<file path="config.mk">
export PLATFORM = sky130hd
export DESIGN_NAME = touch_pad_filter
export DESIGN_NICKNAME = d
export VERILOG_FILES = /design/src/rtl/touch_pad_filter_pkg.sv /design/src/rtl/touch_pad_filter_chan.sv /design/src/rtl/touch_pad_filter.sv
export SDC_FILE = /design/constraint.sdc
export NUM_CORES = 1
export LEC_CHECK = 0
export CORE_MARGIN = 2
export CORE_UTILIZATION = 60
export CTS_CLUSTER_DIAMETER = 150
export DETAILED_ROUTE_END_ITERATION = 12
export PLACE_DENSITY = 0.77
export RECOVER_POWER = 50
export SYNTH_ARGS = -nofsm -noshare
export SYNTH_HDL_FRONTEND = slang
export SYNTH_SLANG_ARGS = --single-unit
</file>
<file path="constraint.sdc">
create_clock -name clk -period 2.5 [get_ports clk]
set_clock_uncertainty 0.05 [all_clocks]
set_input_delay 0.625 -clock clk [delete_from_list [all_inputs] [get_ports clk]]
set_output_delay 0.625 -clock clk [all_outputs]
set_load 0.01 [all_outputs]
</file>
<file path="src/rtl/touch_pad_filter_pkg.sv">
// Shared types for the Fomu touch pad conditioner: FSM state encodings and a counter width helper.
// Optional feature macro: TOUCH_PAD_LONG_PRESS_EN (long-press detection).
package touch_pad_filter_pkg;

   typedef enum logic [1:0] {
      IDLE         = 2'd0,
      PRESS_WAIT   = 2'd1,
      PRESSED      = 2'd2,
      RELEASE_WAIT = 2'd3
   } padState_e;

   // Counters run 0..n-1, so ceil(log2(n)) bits, with a floor of one bit.
   function automatic int cntWidth(input int n);
      return (n > 1) ? $clog2(n) : 1;
   endfunction

endpackage

</file>
<file path="src/rtl/touch_pad_filter_chan.sv">
// One touch pad channel: synchroniser, debounce FSM, registered level/pulses/toggle.
// Long-press hold counter is present only when TOUCH_PAD_LONG_PRESS_EN is defined.
module touch_pad_chan
   import touch_pad_filter_pkg::*;
#(
   parameter int SYNC_STAGES     = 2,
   parameter int DEBOUNCE_CYCLES = 48000
`ifdef TOUCH_PAD_LONG_PRESS_EN
   ,
   parameter int LONG_CYCLES     = 24000000
`endif
) (
   input  logic clk,
   input  logic rst_n,
   input  logic pad_raw_n_i,
   output logic level_o,
   output logic press_o,
   output logic release_o,
   output logic toggle_o,
   output logic long_o
);

   localparam int CntW = cntWidth(DEBOUNCE_CYCLES);
   localparam logic [CntW-1:0] CntMax = CntW'(DEBOUNCE_CYCLES - 1);

   logic [SYNC_STAGES-1:0] sync_q;
   padState_e              state_q, state_d;
   logic [CntW-1:0]        cnt_q, cnt_d;
   logic                   level_q, level_d;
   logic                   press_q, press_d;
   logic                   release_q, release_d;
   logic                   toggle_q, toggle_d;
   logic                   padPressed;
   logic                   longFire;

   // The pad idles high through its pull-up, so the synchroniser resets to "released".
   always_ff @(posedge clk or negedge rst_n) begin
      if (!rst_n) begin
         sync_q <= '1;
      end else begin
         sync_q <= {sync_q[SYNC_STAGES-2:0], pad_raw_n_i};
      end
   end

   assign padPressed = ~sync_q[SYNC_STAGES-1];

   always_ff @(posedge clk or negedge rst_n) begin
      if (!rst_n) begin
         state_q   <= IDLE;
         cnt_q     <= '0;
         level_q   <= 1'b0;
         press_q   <= 1'b0;
         release_q <= 1'b0;
         toggle_q  <= 1'b0;
      end else begin
         state_q   <= state_d;
         cnt_q     <= cnt_d;
         level_q   <= level_d;
         press_q   <= press_d;
         release_q <= release_d;
         toggle_q  <= toggle_d;
      end
   end

   // A WAIT state is left early whenever the input flips back, so a bounce never reaches the outputs.
   always_comb begin
      state_d   = state_q;
      cnt_d     = cnt_q;
      level_d   = level_q;
      press_d   = 1'b0;
      release_d = 1'b0;
      toggle_d  = toggle_q;
      case (state_q)
         IDLE: begin
            if (padPressed) begin
               state_d = PRESS_WAIT;
               cnt_d   = '0;
            end
         end
         PRESS_WAIT: begin
            if (!padPressed) begin
               state_d = IDLE;
            end else if (cnt_q == CntMax) begin
               state_d  = PRESSED;
               press_d  = 1'b1;
               level_d  = 1'b1;
               toggle_d = ~toggle_q;
            end else begin
               cnt_d = cnt_q + CntW'(1);
            end
         end
         PRESSED: begin
            if (!padPressed) begin
               state_d = RELEASE_WAIT;
               cnt_d   = '0;
            end
         end
         RELEASE_WAIT: begin
            if (padPressed) begin
               state_d = PRESSED;
            end else if (cnt_q == CntMax) begin
               state_d   = IDLE;
               release_d = 1'b1;
               level_d   = 1'b0;
            end else begin
               cnt_d = cnt_q + CntW'(1);
            end
         end
         default: state_d = IDLE;
      endcase
      if (longFire) begin
         toggle_d = 1'b0;
      end
   end

`ifdef TOUCH_PAD_LONG_PRESS_EN
   localparam int HoldW = cntWidth(LONG_CYCLES);
   localparam logic [HoldW-1:0] HoldMax = HoldW'(LONG_CYCLES - 1);

   logic [HoldW-1:0] hold_q, hold_d;
   logic             longFired_q, longFired_d;
   logic             long_q, long_d;

   assign longFire = (state_q == PRESSED) && !longFired_q && (hold_q == HoldMax);

   always_ff @(posedge clk or negedge rst_n) begin
      if (!rst_n) begin
         hold_q      <= '0;
         longFired_q <= 1'b0;
         long_q      <= 1'b0;
      end else begin
         hold_q      <= hold_d;
         longFired_q <= longFired_d;
         long_q      <= long_d;
      end
   end

   // The fired flag survives release bounces and is only rearmed once the pad is fully idle again.
   always_comb begin
      hold_d      = hold_q;
      longFired_d = longFired_q;
      long_d      = longFire;
      if ((state_d == PRESSED) && (state_q != PRESSED)) begin
         hold_d = '0;
      end else if ((state_q == PRESSED) && !longFired_q && !longFire) begin
         hold_d = hold_q + HoldW'(1);
      end
      if (longFire) begin
         longFired_d = 1'b1;
      end
      if ((state_d == IDLE) && (state_q != IDLE)) begin
         longFired_d = 1'b0;
      end
   end

   assign long_o = long_q;
`else
   assign longFire = 1'b0;
   assign long_o   = 1'b0;
`endif

   assign level_o   = level_q;
   assign press_o   = press_q;
   assign release_o = release_q;
   assign toggle_o  = toggle_q;

endmodule

</file>
<file path="src/rtl/touch_pad_filter.sv">
// Fomu touch pad conditioner: NPADS independent debounced channels feeding the RGB driver.
// Define TOUCH_PAD_LONG_PRESS_EN to enable the pad_long pulse; otherwise pad_long is tied low.
module touch_pad_filter
   import touch_pad_filter_pkg::*;
#(
   parameter int NPADS           = 2,
   parameter int SYNC_STAGES     = 2,
   parameter int DEBOUNCE_CYCLES = 48000,
   parameter int LONG_CYCLES     = 24000000
) (
   input  logic             clk,
   input  logic             rst_n,
   input  logic [NPADS-1:0] pad_raw_n,
   output logic [NPADS-1:0] pad_level,
   output logic [NPADS-1:0] pad_press,
   output logic [NPADS-1:0] pad_release,
   output logic [NPADS-1:0] pad_toggle,
   output logic [NPADS-1:0] pad_long
);

   // Reject configurations the channel logic cannot represent.
   if (SYNC_STAGES < 2 || DEBOUNCE_CYCLES < 2 || LONG_CYCLES < 2) begin : gBadParam
      $error("touch_pad_filter: SYNC_STAGES, DEBOUNCE_CYCLES and LONG_CYCLES must all be >= 2");
   end

   for (genvar i = 0; i < NPADS; i++) begin : gChan
      touch_pad_chan #(
         .SYNC_STAGES     (SYNC_STAGES),
         .DEBOUNCE_CYCLES (DEBOUNCE_CYCLES)
`ifdef TOUCH_PAD_LONG_PRESS_EN
         ,
         .LONG_CYCLES     (LONG_CYCLES)
`endif
      ) uChan (
         .clk         (clk),
         .rst_n       (rst_n),
         .pad_raw_n_i (pad_raw_n[i]),
         .level_o     (pad_level[i]),
         .press_o     (pad_press[i]),
         .release_o   (pad_release[i]),
         .toggle_o    (pad_toggle[i]),
         .long_o      (pad_long[i])
      );
   end

endmodule

</file>
==> results of run 1 <==
how the worst max path moves through the flow:
| stage | to | start | slack, ns |
|---|---|---|---|
| 6_report | gChan[1].uChan.cnt_q[12]$_DFFE_PN0P_ | gChan[1].uChan.cnt_q[0]$_DFFE_PN0P_ | 0.28 |
| 3_3_place_gp | gChan[1].uChan.cnt_q[12]$_DFFE_PN0P_ | gChan[1].uChan.cnt_q[0]$_DFFE_PN0P_ | 0.39 |
| 5_1_grt | gChan[1].uChan.cnt_q[8]$_DFFE_PN0P_ | rst_n | 0.16 |
| 2_1_floorplan | gChan[1].uChan.cnt_q[0]$_DFFE_PN0P_ | gChan[1].uChan.cnt_q[0]$_DFFE_PN0P_ | 0.54 |
| 3_5_place_dp | gChan[1].uChan.cnt_q[12]$_DFFE_PN0P_ | gChan[1].uChan.cnt_q[0]$_DFFE_PN0P_ | 0.32 |
| 4_1_cts | gChan[1].uChan.cnt_q[12]$_DFFE_PN0P_ | gChan[1].uChan.cnt_q[0]$_DFFE_PN0P_ | 0.30 |
cell families (layout without fill, tap and decap cells):
kind of cell	Yosys count	count (layout)	synth area share [%]
AND/OR/NAND/NOR	111	111	25.33
XOR/XNOR	7	7	2.534
multiplexers	12	12	4.744
buffers and inverters	28	34	6.863
adder cells (fa/ha/maj)	2	2	0.9211
other	1	2	0.1381
flip-flops	48	48	44.40
AO/OA/AOI/OAI	54	54	15.06
layer usage:
layer  routed length, um  track usage (%)  vias up  share of wire, %
li1                    -                -      996                 -
met1                2540            33.74      999                48
met2                2310            32.41       68                44
met3                 362            4.923        7               6.9
met4                  61            6.499        0               1.2
met5                   0                0        -                 0
critical path: cells and delay by family, from the launching register on:
family / cells / cell delay [ns]
buffers and inverters: 1 / 0.06
AO/OA/AOI/OAI: 2 / 0.54
AND/OR/NAND/NOR: 2 / 0.86
adder cells (fa/ha/maj): 1 / 0.24
flip-flops: 1 / 0.40
where the power goes:
group	internal, W	switching [W]
sequential	0.000814	0.0000565
combinational	0.0000617	0.0000705
clock	0.000190	0.000260
total	0.00107	0.000387
registers in the layout (all words and copies together) (netlist names), named ones only:
| register | cells |
|---|---|
| gChan.uChan.cnt_q | 32 |
| gChan.uChan.press_o | 2 |
| gChan.uChan.sync_q | 4 |
| gChan.uChan.toggle_o | 2 |
| gChan.uChan.level_o | 2 |
| gChan.uChan.state_q | 2 |
| gChan.uChan.release_o | 2 |
placed cells by master, fill, tap and decap left out, types with 3 or more instances in the layout:
cell type,instances
dfrtp_1,44
nand2_1,21
nor2_1,13
a21oi_1,12
nand3_1,11
nand4_1,8
mux2i_1,8
clkdlybuf4s50_1,8
or4_1,7
and3_1,6
nor3_1,6
inv_1,6
o31ai_1,6
nand2b_1,5
nor4_1,5
xor2_1,5
clkbuf_8,5
buf_4,5
and4_1,4
nor4b_1,4
o2bb2ai_1,4
o21ai_0,4
a31oi_1,4
dfstp_2,4
nand4bb_1,3
nand4b_1,3
mux2_2,3
a22o_2,3
clkbuf_1,3
area by class of cell:
cell class                 count  area, um^2
fill                         358        1489
multi-input combinational    188        1328
sequential                    48        1206
timing repair buffer          18       148.9
clock buffer                   5       68.82
tap                           52       65.06
inverter                       9       36.28
clock inverter                 2       12.51
through the flow:
step                utilization (%)  instance area [um^2]  total power [W]  setup WS [ns]
floorplan                         -                  2720        0.0009718         0.5351
CTS                           66.01                  2874         0.001465         0.2978
global placement              64.14                  2793         0.001015         0.3940
detailed placement            64.14                  2793         0.001020         0.3242
global route                  65.80                  2865         0.001524         0.1635
finish                        65.80                  2865         0.001453         0.2813
==> results.md, run 1 <==
* Outcome: completed
* Share of the synthesized area in the top cell type at between 40% and 50%
* Critical path cell sequence: ha_1, nand4_2, or4_1, o21ai_4, inv_2, a31oi_1
* Slew @ Worst Pin at 1.362 ns
* Crit-path slowest cell: or4_1
* Hold WS at 0.3110 ns
* # diodes at 0
* TritonCTS Sinks at 48
* Leakage Power at 1.208 nW
* Setup TNS at 0 ns
* DPL Wire Length at 3.689 mm
* Top_reg_cell synth: dfrtp_1
* Clock buffer count from CTS at 5
* Hold path startpoint: gChan[0].uChan.sync_q[0]$_DFF_PN1_
* Vias at 2070
* Core Box Area at 0.004354 mm^2
* Max-Slew Margin vs Limit at 9.196%
* CP required at 2.67 ns
* CP peak stage delay at 0.68 ns
* WL final at 5.274 mm
* # IOs at 14
* Most frequent cells after synthesis: dfrtp_1 (44), nand2_1 (21), nor2_1 (13)
* Hold endpoint: gChan[0].uChan.sync_q[1]$_DFF_PN1_
* DR iter-0 viols at 158
* Hold depth at 0
* Syn avg cell area at 10.33 um^2
* DIE AREA at 0.005082 mm^2
* CTS tree: done
* Peak fanout along the critical path at 10
* Post-Syn Area at around 0.0027 mm^2
* 1st-pass router iterations at 4
* Post-CTS Hold Buffers at 0
* Tot GR Track Use at 22.30%
* Post-synthesis register bit count at 48
* Cell count after synthesis at 263
* Die X at 71.29 um
* GR Overflow Total at 0
* Worst setup path category: reg2reg
* Final Net Count at between 200 and 300
* Initial Util at 62.39%
* Hold Path Class: reg2reg
* H-tree depth at 2
* PD cells at 507.0 mW/mm^2
* Ranking of synthesized cells by area: dfrtp_1 (41%), dfstp_2 (3.9%), mux2i_1 (2.9%), nand2_1 (2.9%), buf_4 (2.8%)
* Setup slack, reg-to-reg at 0.28 ns
* Syn-to-layout area delta at 5.481%
* CTS Buffer Depth at 2
* Row Count at 24
* RR Endpoint: gChan[1].uChan.cnt_q[12]$_DFFE_PN0P_
* Max IR drop VDD at slightly below 0.0003 V
* RSZ-0062 raised after global routing: no
* # Post-CTS Setup Buffers at 0
* Startpoint Class: flip-flop
* Reg-to-reg critical path startpoint: gChan[1].uChan.cnt_q[0]$_DFFE_PN0P_
* Largest net degree at the start of global routing at 26
* Post-CTS sizing at 0
* Vias in the first global route at 1907
* # Max-Cap Violations at 0
* Crit path capture type: flip-flop
* Vias per std cell at between 6 and 7
* Synth warn at 0
* # port buffers at 11
* Avg WL per Cell at 16.38 um
* Clock latency on the worst-skew pair at 0.30 ns
* Asr flop ratio synth at 100.0%
* Synth area leader: dfrtp_1
* Max Fclk at 0.4507 GHz
* Number of remaining DRC errors at 0
* Layout cells sized above 1 at 14.81%
* First-pass GRT wire length at 8.983 mm
* Reg2Reg Depth at 6
* Min cycle time layout at between 2 and 2.5 ns
* Routed Antenna Nets at 0
* Post-synth EDFFs at 0
* Final Setup Violations at 0
* Die Ht at about 71 um
* Yosys cell types at 66
* Reg clk slew, reported paths at 0.09 ns
* Fin cells at 322
* Final hold viol count at 0
* Most common cell in the synthesized netlist: dfrtp_1
* GP Congestion at 0.8429
* Initial antenna violation count at 0
* Placed cell count at 315
* Post-synthesis sequential area ratio at between 40% and 50%
* Fin. max-slew vios at 0
* Crit path DAT at roughly 2.4 ns
* Root buf cell: clkbuf_8
* Final period util at 88.75%
Power figures use the tool's default switching activity.
==> inputs of run 2 (changes only) <==
- ABC_CLOCK_PERIOD_IN_PS: not set -> 2500
- CORE_UTILIZATION: 60 -> 55
- PLACE_DENSITY: 0.77 -> 0.71
- SYNTH_HIERARCHICAL: not set -> 1
==> run 2 against run 1 <==
  * Cell area fell by 4.6%
  * Sequential cell count unchanged
  * Area after synthesis shrank 8.2%
  * Combinational power fell by 22%
==> results.md, run 2 <==
* Outcome: completed
* Post-synthesis register bit count at 48
* Placed cell count at 301
* Core Box Area at approximately 0.0044 mm^2
* Post-synth EDFFs at 0
* GP Congestion at 0.8967
* Max IR drop VDD at 0.0003589 V
* Post-CTS Hold Buffers at 0
* Largest register FFs at 32
* Asr flop ratio synth at 100.0%
* Final hold viol count at 0
* Top_reg_cell synth: dfrtp_1
* Final Worst Setup Slack at 0.3471 ns
* CP peak stage delay at roughly 0.58 ns
* Final Setup Violations at 0
* Clock buffer count from CTS at 5
* Placement Setup Slack at 0.2344 ns
* PD cells at 546.2 mW/mm^2
* Critical path cell sequence: or4b_1, nor4_4, nand2b_1, o21ai_0
* Top flop regs: gChan.uChan/cnt_q: 32 flops, gChan.uChan/sync_q: 4 flops
* Crit path capture type: flip-flop
* Most common cell after layout, fill and taps aside: dfrtp_1
* Initial Util at ~57%
* Crit path DAT at around 2.3 ns
* Peak fanout along the critical path at 13
* Yosys cell types at 58
* Synth warn at 6
* Syn avg cell area at 10.22 um^2
* 1st-pass router iterations at 4
* GR Overflow Total at 0
* DPL Wire Length at between 3 and 4 mm
* Multi-input gate area at 0.001197 mm^2
* Net Count, Synth at 250
* Vias at 1875
* # IOs at 14
* Tot GR Track Use at between 20 and 25%
* Mux cell area share after synthesis at 1.656%
* H-tree depth at 2
* Most flops, register: gChan.uChan/cnt_q
* Post-synthesis simple-gate area fraction at between 20 and 30%
* First-pass GRT wire length at 8.797 mm
* Max-Slew Margin vs Limit at 20.60%
* Worst setup path category: reg2reg
* Layout cells sized above 1 at 10.89%
* DIE AREA at 0.005089 mm^2
* Crit-path slowest cell: or4b_1
* Most frequent cells after synthesis: dfrtp_1 (44), nand2_1 (24), a21oi_1 (14)
* Clock latency on the worst-skew pair at 0.30 ns
* TritonCTS Sinks at 48
* Post-Synth Adder-Cell Area at 1.004%
* Design Power at approximately 0.0015 W
* Fin. max-slew vios at 0
* Syn-to-layout area delta at 9.634%
* Fill cells at 366
* Vias per std cell at roughly 6.1
* Min cycle time layout at 2.153 ns
* Register area at 0.001206 mm^2
* Combinational family with the most area after synthesis: simple AND/OR/NAND/NOR gates
* Startpoint Class: flip-flop
* Setup TNS at 0 ns
* Fin cells at 309
* Hold Path Class: reg2reg
* CTS tree: done
* Ranking of synthesized cells by area: dfrtp_1 (44%), dfstp_2 (4.2%), nand2_1 (3.6%), a21oi_1 (2.8%), o21ai_0 (2.6%)
* CTS Buffer Depth at 2
* CP bufs+invs at 0
* Crit-path leading delay family: simple AND/OR/NAND/NOR gates
* RSZ-0062 raised after global routing: no
* Initial antenna violation count at 0
* Compound-Gate Fraction of Synth Area at 15.30%
* # Post-CTS Setup Buffers at 0
* Cell count after synthesis at around 240
* Die X at 71.34 um
* WL final at 4.857 mm
* Leakage Power at 1.172 nW
* Vias in the first global route at around 1800
* Die Ht at 71.34 um
* Avg WL per Cell at 15.72 um
* # Max-Cap Violations at 0
* # diodes at 0
* Routed Antenna Nets at 0
* # port buffers at 11
* Largest net degree at the start of global routing at 27
* CP required at about 2.6 ns
* Number of remaining DRC errors at 0
* Post-CTS sizing at 0
* Share of the synthesized area in the top cell type at 44.15%
* Post-synthesis xor/xnor area fraction at 4.165%
* Post-synthesis sequential area ratio at 48.37%
* Most common cell in the synthesized netlist: dfrtp_1
* DR iter-0 viols at between 150 and 200
* Final period util at ~86%
* Root buf cell: clkbuf_8
* Reg clk slew, reported paths at about 0.09 ns
* Synth area leader: dfrtp_1
* Post-Syn Area at about 0.0025 mm^2
* Slew @ Worst Pin at 1.191 ns
* Max Fclk at 0.4645 GHz
* Most frequent cells in the layout: dfrtp_1 (44), nand2_1 (24), a21oi_1 (14)
* Final Net Count at 262
* Row Count at 24
-- run 2: changes by cell type after synthesis, sizes merged, moves of 4 or more --
cell	before	now
nor4b	4	0
mux2i	8	3
and4	5	1
o21ai	6	14
or3	3	9
buf	14	5
-- run 2: worst paths after layout --
path	cells after the start	endpoint	slack, ns	startpoint
worst max-delay path	4	gChan[1].uChan/cnt_q[1]$_DFFE_PN0P_	0.35	gChan[1].uChan/cnt_q[7]$_DFFE_PN0P_
worst min-delay path	0	gChan[1].uChan/sync_q[1]$_DFF_PN1_	0.31	gChan[1].uChan/sync_q[0]$_DFF_PN1_
worst max register to register	4	gChan[1].uChan/cnt_q[1]$_DFFE_PN0P_	0.35	gChan[1].uChan/cnt_q[7]$_DFFE_PN0P_
worst min register to register	0	gChan[1].uChan/sync_q[1]$_DFF_PN1_	0.31	gChan[1].uChan/sync_q[0]$_DFF_PN1_
max in group asynchronous	2	gChan[1].uChan/cnt_q[1]$_DFFE_PN0P_	0.66	rst_n
min in group asynchronous	1	gChan[0].uChan/cnt_q[14]$_DFFE_PN0P_	0.49	rst_n
-- run 2: stage by stage --
stage | utilization (%) | instance area, um^2 | hold slack, ns
after global routing | 62.79 | 2734 | 0.3134
final | 62.79 | 2734 | 0.3087
after floorplan | - | 2494 | 0.2794
after CTS | 63.16 | 2750 | 0.2637
after detailed placement | 60.69 | 2643 | 0.2998
after global placement | 60.69 | 2643 | 0.2962
-- run 2: layout make-up --
class / count / area share (%)
Clock inverter: 2 / 1.281
Clock buffer: 6 / 2.654
Inverter: 9 / 1.236
Sequential cell: 48 / 44.12
Timing Repair Buffer: 14 / 4.531
Multi-Input combinational cell: 178 / 43.80
Tap cell: 52 / 2.380
-- run 2: per-layer routing --
layer	vias up	global-route usage, %	share of wire (%)	wire length [um]
met1	913	33.21	51	2477
met3	2	4.641	3.1	150
met5	-	0	0	0
met4	0	5.031	0.51	25
li1	927	-	-	-
met2	33	32.10	45	2203
-- run 2: worst register-to-register path, stage by stage (launching register included) --
cell and delay [ns]:
dfrtp_1 0.44, or4b_1 0.58, nor4_4 0.48, nand2b_1 0.33, o21ai_0 0.14
-- run 2: logic make-up after synthesis --
logic type / count (synthesis)
adder cells (fa/ha/maj): 2
AND/OR/NAND/NOR: 103
buffers and inverters: 18
AO/OA/AOI/OAI: 59
other: 2
multiplexers: 4
flip-flops: 48
XOR/XNOR: 8
-- run 2: power breakdown --
| part | internal [W] | switching, W | leakage (nW) |
|---|---|---|---|
| logic | 0.0000367 | 0.0000661 | 0.470 |
| clock network | 0.000297 | 0.000252 | 0.0552 |
| registers | 0.000807 | 0.0000350 | 0.647 |
